[config.mk]
export PLATFORM = sky130hd
export DESIGN_NAME = reg_bank_scan_seq_flat
export DESIGN_NICKNAME = d
export VERILOG_FILES = /design/src/rtl/reg_bank_scan_seq_if.sv /design/src/rtl/reg_bank_scan_seq.sv /design/src/flat_wrapper.sv
export SDC_FILE = /design/constraint.sdc
export NUM_CORES = 1
export LEC_CHECK = 0
export CAP_MARGIN = 20
export CORE_MARGIN = 1.5
export CORE_UTILIZATION = 51
export DETAILED_ROUTE_END_ITERATION = 8
export PLACE_DENSITY_LB_ADDON = 0.08
export SLEW_MARGIN = 20
export SYNTH_ARGS = -nofsm -noshare
export SYNTH_HDL_FRONTEND = slang
export SYNTH_SLANG_ARGS = --single-unit
export TNS_END_PERCENT = 1
[constraint.sdc]
create_clock -name clk_i -period 3.6 [get_ports clk_i]
set_input_delay 0.54 -clock clk_i [delete_from_list [all_inputs] [get_ports clk_i]]
set_output_delay 0.54 -clock clk_i [all_outputs]
set_load 0.05 [all_outputs]
[src/rtl/reg_bank_scan_seq_if.sv]
// Bus bundle between the lab datapath and the register bank / select sequencer.
// The slave side is the bank; the master side loads entries and runs scans.
interface reg_bank_scan_seq_if #(
    parameter int WIDTH = 8
);
    logic             wr_en;
    logic [2:0]       wr_addr;
    logic [WIDTH-1:0] wr_data;
    logic             start;
    logic             stop;
    logic             loop_en;
    logic [WIDTH-1:0] a, b, c, d, e, f, g, h;
    logic [2:0]       sel;
    logic             busy;
    logic             done;

    modport master (
        output wr_en, wr_addr, wr_data, start, stop, loop_en,
        input  a, b, c, d, e, f, g, h, sel, busy, done
    );

    modport slave (
        input  wr_en, wr_addr, wr_data, start, stop, loop_en,
        output a, b, c, d, e, f, g, h, sel, busy, done
    );
endinterface

[src/rtl/reg_bank_scan_seq.sv]
// Eight-entry register bank feeding an 8-to-1 byte mux, plus a sequencer
// that steps the mux select through 0..7, holding each index HOLD_CYCLES clocks.
//
// state     | meaning
// ST_IDLE   | Sel parked at 0, waiting for Start
// ST_SCAN   | stepping Sel; cnt_q counts clocks spent on the current index
module reg_bank_scan_seq #(
    parameter int WIDTH       = 8,
    parameter int HOLD_CYCLES = 4
) (
    input logic               clk_i,
    input logic               rst_i,
    reg_bank_scan_seq_if.slave bus
);
    localparam logic [1:0] ST_IDLE = 2'd0;
    localparam logic [1:0] ST_SCAN = 2'd1;

    localparam logic [7:0] HOLD_LAST = 8'(HOLD_CYCLES - 1);

    logic [WIDTH-1:0] regs_q [8];
    logic [1:0]       state_q, state_d;
    logic [2:0]       sel_q, sel_d;
    logic [7:0]       cnt_q, cnt_d;
    logic             done_q, done_d;

    always_ff @(posedge clk_i) begin
        if (rst_i) begin
            for (int i = 0; i < 8; i++) begin
                regs_q[i] <= '0;
            end
        end else if (bus.wr_en) begin
            regs_q[bus.wr_addr] <= bus.wr_data;
        end
    end

    always_comb begin
        state_d = state_q;
        sel_d   = sel_q;
        cnt_d   = cnt_q;
        done_d  = 1'b0;
        case (state_q)
            ST_IDLE: begin
                sel_d = 3'd0;
                cnt_d = 8'd0;
                if (bus.start && !bus.stop) begin
                    state_d = ST_SCAN;
                end
            end
            ST_SCAN: begin
                if (bus.stop) begin
                    state_d = ST_IDLE;
                    sel_d   = 3'd0;
                    cnt_d   = 8'd0;
                end else if (cnt_q != HOLD_LAST) begin
                    cnt_d = cnt_q + 8'd1;
                end else if (sel_q != 3'd7) begin
                    sel_d = sel_q + 3'd1;
                    cnt_d = 8'd0;
                end else if (bus.loop_en) begin
                    sel_d = 3'd0;
                    cnt_d = 8'd0;
                end else begin
                    state_d = ST_IDLE;
                    sel_d   = 3'd0;
                    cnt_d   = 8'd0;
                    done_d  = 1'b1;
                end
            end
            default: begin
                state_d = ST_IDLE;
                sel_d   = 3'd0;
                cnt_d   = 8'd0;
            end
        endcase
    end

    always_ff @(posedge clk_i) begin
        if (rst_i) begin
            state_q <= ST_IDLE;
            sel_q   <= 3'd0;
            cnt_q   <= 8'd0;
            done_q  <= 1'b0;
        end else begin
            state_q <= state_d;
            sel_q   <= sel_d;
            cnt_q   <= cnt_d;
            done_q  <= done_d;
        end
    end

    assign bus.a    = regs_q[0];
    assign bus.b    = regs_q[1];
    assign bus.c    = regs_q[2];
    assign bus.d    = regs_q[3];
    assign bus.e    = regs_q[4];
    assign bus.f    = regs_q[5];
    assign bus.g    = regs_q[6];
    assign bus.h    = regs_q[7];
    assign bus.sel  = sel_q;
    assign bus.busy = (state_q == ST_SCAN);
    assign bus.done = done_q;
endmodule

[src/flat_wrapper.sv]
// flat-port wrapper written by rule: the top's interface ports become plain ports
module reg_bank_scan_seq_flat 
#(
    parameter int WIDTH       = 8,
    parameter int HOLD_CYCLES = 4
)
  (clk_i, rst_i, bus_wr_en, bus_wr_addr, bus_wr_data, bus_start, bus_stop, bus_loop_en, bus_a, bus_b, bus_c, bus_d, bus_e, bus_f, bus_g, bus_h, bus_sel, bus_busy, bus_done);
  reg_bank_scan_seq_if #(.WIDTH(WIDTH)) bus_i ();
  input logic clk_i;
  input logic rst_i;
  input wire logic [$bits(bus_i.wr_en)-1:0] bus_wr_en;
  input wire logic [$bits(bus_i.wr_addr)-1:0] bus_wr_addr;
  input wire logic [$bits(bus_i.wr_data)-1:0] bus_wr_data;
  input wire logic [$bits(bus_i.start)-1:0] bus_start;
  input wire logic [$bits(bus_i.stop)-1:0] bus_stop;
  input wire logic [$bits(bus_i.loop_en)-1:0] bus_loop_en;
  output wire logic [$bits(bus_i.a)-1:0] bus_a;
  output wire logic [$bits(bus_i.b)-1:0] bus_b;
  output wire logic [$bits(bus_i.c)-1:0] bus_c;
  output wire logic [$bits(bus_i.d)-1:0] bus_d;
  output wire logic [$bits(bus_i.e)-1:0] bus_e;
  output wire logic [$bits(bus_i.f)-1:0] bus_f;
  output wire logic [$bits(bus_i.g)-1:0] bus_g;
  output wire logic [$bits(bus_i.h)-1:0] bus_h;
  output wire logic [$bits(bus_i.sel)-1:0] bus_sel;
  output wire logic [$bits(bus_i.busy)-1:0] bus_busy;
  output wire logic [$bits(bus_i.done)-1:0] bus_done;
  assign bus_i.wr_en = bus_wr_en;
  assign bus_i.wr_addr = bus_wr_addr;
  assign bus_i.wr_data = bus_wr_data;
  assign bus_i.start = bus_start;
  assign bus_i.stop = bus_stop;
  assign bus_i.loop_en = bus_loop_en;
  assign bus_a = bus_i.a;
  assign bus_b = bus_i.b;
  assign bus_c = bus_i.c;
  assign bus_d = bus_i.d;
  assign bus_e = bus_i.e;
  assign bus_f = bus_i.f;
  assign bus_g = bus_i.g;
  assign bus_h = bus_i.h;
  assign bus_sel = bus_i.sel;
  assign bus_busy = bus_i.busy;
  assign bus_done = bus_i.done;
  reg_bank_scan_seq #(.WIDTH(WIDTH), .HOLD_CYCLES(HOLD_CYCLES)) u_core (.clk_i(clk_i), .rst_i(rst_i), .bus(bus_i));
endmodule
==> metrics, run 1 <==
initial antenna violation count 0; Vias just under 2000; Synth Area per Inst around 14 sq um; Req. time, crit path ~3.6 ns; RSZ-0062 raised after global routing no; setup violators final 0; DIE AREA 6400 sq um; commonest non-fill, non-tap cell in the layout clkdlybuf4s50_1; crit-path max FO 12; Multi-input gate area approximately 820 sq um; Cell Rows 27; drt first-iter violations 87; final wirelength roughly 6.2 mm; Slew @ Worst Pin around 0.60 ns; Starting Density between 50% and 60%; kind of critical path in -> reg; share of cells above drive strength 1 8.65%; VDD IR max 408 uV; DRC 0; IO buf count 85; Synth cell types 27; Slew Limit Headroom around three fifths; core area around 5600 sq um; worst clock skew 0.00435 ns; fin. max-slew vios 0; RePlAce Congestion 0.746; n_diodes 0; vias in the first global route between 1500 and 2000; Synth area leader edfxtp_1; die span in y 80.0 microns; Bufs and invs on worst path 1; Worst Hold Class reg -> reg; Post-DRT Antenna Nets 0; gr ovfl total 0; clock-pin transition on the worst setup and hold timing paths roughly 0.080 ns; DR WL/cell ~16 microns; post-CTS setup buffers 0; CP endpoint kind flip-flop; Warnings, synthesis 0; Critical Path, Cell by Cell clkdlybuf4s50_1 > or3b_2 > nor3_1 > or2_2; CTS H-tree depth 3; TritonCTS clock tree yes; commonest cells after routing, fill and taps aside clkdlybuf4s50_1, and2_1, edfxtp_1, dfxtp_1, nor2_1; Worst path max stage delay just over 0.6 ns; fill count slightly above 400; PD cells 474 nW/um^2; largest net degree at the start of global routing 14; Synth Instances about 220; fin crit period approximately 2.5 ns; Synth area leaders edfxtp_1, and2_1, dfxtp_1; I/O pin total 86; CTS root buf clkbuf_8; Mapped Nets approximately 240; CTS Buf Count 9; #FFs+latches synth between 70 and 80; GRT Overall Usage a little over a fifth; PostCTS Resize Cnt 0; Max clock buf depth 2; Layout area overhead 36.9%; FMAX about 400 MHz; CP Data Arrival Time roughly 2.5 ns; cell count after placement 368; Post-synth EDFFs between 60 and 70; CP max-delay cell clkdlybuf4s50_1; CTS Hold Bufs 0; fin cells around 380; CP Launch Type input pin; Register Area around 2200 sq um; Worst-Skew Late Latency between 0.3 and 0.4 ns; Post-Syn Area 3020 sq um; setup_tns 0 ns; Die W roughly 80 microns; global-route wire length before repair around 9.5 mm; DRT Pass-1 Iters 4; TritonCTS Sinks 77; post-synth top area share 63.5%; vias per cell 5.07; sequential area share after synthesis 72.2%; HPWL Detailed 4.33 mm; outcome finished clean; Max Cap Violations 0; delay-heaviest family, CP simple AND/OR/NAND/NOR gates; ys flop type edfxtp_1; Leak between 1 and 1.5 nW; Hold Violations, Final 0; ys async rst share 0%; fin crit share between 60 and 70%; Post-layout nets between 300 and 400
-- worst register-to-register path: stages, from the launching register on --
cell	delay [ns]
dfxtp_1	0.36
ha_1	0.24
or3b_2	0.56
or4b_1	0.49
a21oi_1	0.17
-- logic make-up after synthesis --
logic type	synth area share [%]
AND/OR/NAND/NOR	22.3
flip-flops	72.2
AO/OA/AOI/OAI	2.23
buffers and inverters	0.786
adder cells (fa/ha/maj)	1.66
XOR/XNOR	0.869
-- final timing paths --
kind / from / endpoint / slack, ns / depth (start not counted)
max reg2reg: u_core.cnt_q[0] / u_core.bus.sel[1] / 1.71 / 4
max: rst_i / u_core.regs_q[0][4] / 1.09 / 4
min: u_core.cnt_q[0] / u_core.cnt_q[0] / 0.46 / 1
min reg2reg: u_core.cnt_q[0] / u_core.cnt_q[0] / 0.46 / 1
-- flip-flops by register name (all words and copies together), names as in the netlist --
name             cells
u_core.state_q       1
u_core.bus.done      1
u_core.cnt_q         8
u_core.bus.sel       3
u_core.regs_q       64
-- power breakdown --
part	switching [mW]	internal, mW	total, mW	leakage [nW]
registers	0.0155	1.01	1.03	0.718
clock network	0.300	0.315	0.615	0.0887
logic	0.223	0.100	0.323	0.655
-- metal layers --
layer | vias to the layer above | global-route usage, % | wire length [microns]
met1 | 914 | 28.6 | 2860
li1 | 945 | - | -
met3 | 9 | 4.34 | 338
met5 | - | 0 | 0
met2 | 79 | 33.1 | 2890
met4 | 0 | 8.62 | 80
-- cell usage after synthesis (4+ instances only) --
| cell type | number |
|---|---|
| and2_1 | 64 |
| o21ai_0 | 6 |
| a21oi_1 | 6 |
| edfxtp_1 | 64 |
| or2_2 | 8 |
| nand2b_1 | 4 |
| nor2_1 | 12 |
| dfxtp_1 | 13 |
| ha_1 | 4 |
-- metrics by stage --
step	setup WS (ns)	total power [mW]	area, sq um	utilization, %	hold WS [ns]
after global placement	0.762	1.37	3950	70.4	0.425
final	1.09	1.96	4140	73.8	0.462
after global routing	0.893	2.02	4140	73.8	0.493
after CTS	1.11	1.98	4140	73.8	0.465
after detailed placement	0.748	1.37	3950	70.4	0.453
after floorplan	1.62	1.24	3020	-	0.418
-- layout make-up --
type,instances,share of cell area (%)
Sequential cell,77,52.7
Timing Repair Buffer,85,20.6
Multi-Input combinational cell,132,19.8
Clock buffer,9,2.99
Tap cell,72,2.18
Clock inverter,7,1.60
Inverter,2,0.181
(Power assumes the default switching activity.)
==> run 2: changes to the inputs <==
- CORE_UTILIZATION: 51 -> 47
- clock period: 3.6 -> 2.6 ns (I/O delays scaled with it)
==> metrics, run 2 (synthesis gave the netlist of run 1 again) <==
VDD IR max 353 uV (-14%); crit-path max FO 4 (-8); CP endpoint kind output port; fill count 487 (+21%); CTS root buf clkbuf_8; vias in the first global route 1839 (-1.4%); Cell Rows 29 (+7.4%); drt first-iter violations 52 (-40%); PostCTS Resize Cnt 0 (unchanged); CTS Buf Count 9 (unchanged); setup violators final 0 (unchanged); final wirelength 6.10 mm (-1.1%); Max clock buf depth 2 (unchanged); DRT Pass-1 Iters 4 (unchanged); TritonCTS clock tree yes; GRT Overall Usage 18.4% (-2.6 points); cell count after placement 379 (+3.0%); PD cells 631 nW/um^2 (+33%); CP Launch Type flip-flop; Slew @ Worst Pin 0.553 ns (-0.0433 ns); core area 6280 sq um (+12%); largest net degree at the start of global routing 14 (unchanged); Die W 83.2 microns (+4.0%); fin. max-slew vios 0 (unchanged); fin crit period about 2 ns; Starting Density 48.2% (-5.8 points); Req. time, crit path 2.21 ns (-1.42 ns); RePlAce Congestion 0.742 (-0.66%); Bufs and invs on worst path 1 (unchanged); fin crit share 75.0%; fin cells 395 (+2.9%); Final Core Density 66.4% (-7.5 points); Worst Hold Class reg -> reg; DRC 0 (unchanged); most flop-heavy register u_core.regs_q; Max Cap Violations 0 (unchanged); HPWL Detailed 4.35 mm (+0.55%); initial antenna violation count 0 (unchanged); TritonCTS Sinks 77 (unchanged); commonest cells after routing, fill and taps aside clkdlybuf4s50_1, and2_1, edfxtp_1, dfxtp_1, nor2_1; max reg flops 64 (unchanged); DR WL/cell 15.4 microns (-3.8%); I/O pin total 86 (unchanged); CP Data Arrival Time 1.56 ns (-0.98 ns); Post-layout nets 334 (+1.8%); Leak 1.49 nW (+1.7%); commonest non-fill, non-tap cell in the layout clkdlybuf4s50_1; DIE AREA 6920 sq um (+8.2%); vias per cell 4.94 (-2.5%); IO buf count 85 (unchanged); Critical Path, Cell by Cell clkdlybuf4s50_1; FMAX just over 500 MHz; setup_tns 0 ns (unchanged); n_diodes 0 (unchanged); share of cells above drive strength 1 9.75% (+1.1 points); worst clock skew 0.00528 ns (+0.000930 ns); clock-pin transition on the worst setup and hold timing paths 0.08 ns (about the same); Worst path max stage delay 0.83 ns (+0.21 ns); Post-DRT Antenna Nets 0 (unchanged); die span in y 83.2 microns (+4.0%); CTS Hold Bufs 0 (unchanged); Fin Hold WS 0.449 ns (-0.0130 ns); delay-heaviest family, CP buffers and inverters; Hold Violations, Final 0 (unchanged); gr ovfl total 0 (unchanged); kind of critical path reg -> out; Layout area overhead 37.7%; CTS H-tree depth 3 (unchanged); outcome finished clean; post-CTS setup buffers 0 (unchanged); global-route wire length before repair 9.49 mm (-0.22%); RSZ-0062 raised after global routing no; Slew Limit Headroom 63.0% (+3.1 points); Worst-Skew Late Latency 0.34 ns (about the same); Vias 1953 (+0.31%); CP max-delay cell clkdlybuf4s50_1
[run 2: cell types whose count changed in the layout (fill, tap and decap cells not counted), sizes merged]
| cell | previous run | this run |
|---|---|---|
| clkinvlp | 3 | 1 |
| inv | 2 | 3 |
| buf | 0 | 6 |
| bufinv | 1 | 0 |
| clkinv | 3 | 5 |
[run 2: worst paths after layout]
check | slack [ns] | start | cells past startpoint | endpoint
hold / removal | 0.45 | u_core.cnt_q[0] | 1 | u_core.cnt_q[0]
setup / recovery | 0.65 | u_core.bus.sel[2] | 1 | bus_sel[2]
setup reg to reg | 0.75 | u_core.cnt_q[0] | 4 | u_core.bus.sel[1]
hold reg to reg | 0.45 | u_core.cnt_q[0] | 1 | u_core.cnt_q[0]
[run 2: cell type report]
cell class | instances | area [sq um] | share of cell area [%]
inverters | 2 | 7.51 | 0.180
flip-flops and latches | 77 | 2180 | 52.4
well taps | 77 | 96.3 | 2.31
multi-input cells | 132 | 818 | 19.6
repair buffers | 91 | 896 | 21.5
clock buffers | 9 | 124 | 2.97
clock inverters | 7 | 41.3 | 0.991
[run 2: per-layer routing]
layer | up-vias | routed length [microns] | GRT usage (%)
met3 | 9 | 353 | 4.08
met5 | - | 0 | 0
met4 | 0 | 141 | 10.6
met2 | 74 | 2990 | 30.2
li1 | 957 | - | -
met1 | 913 | 2610 | 22.5
[run 2: report_power, final]
part	switching [mW]	leakage (nW)	internal, mW
logic	0.310	0.687	0.142
registers	0.0198	0.718	1.40
clock network	0.420	0.0821	0.340
[run 2: worst register-to-register path: stages, from the launching register on]
cell and delay [ns]:
dfxtp_1 0.36, ha_1 0.22, or3b_2 0.55, or4b_1 0.50, a21oi_1 0.16
[run 2: metrics by stage]
step / setup slack (ns) / power, mW / cell area, sq um
6_report: 0.651 / 2.63 / 4170
5_1_grt: 0.605 / 2.71 / 4170
4_1_cts: 0.622 / 2.65 / 4170
3_5_place_dp: 0.460 / 1.90 / 4000
3_3_place_gp: 0.488 / 1.90 / 4000
2_1_floorplan: 0.772 / 1.72 / 3020
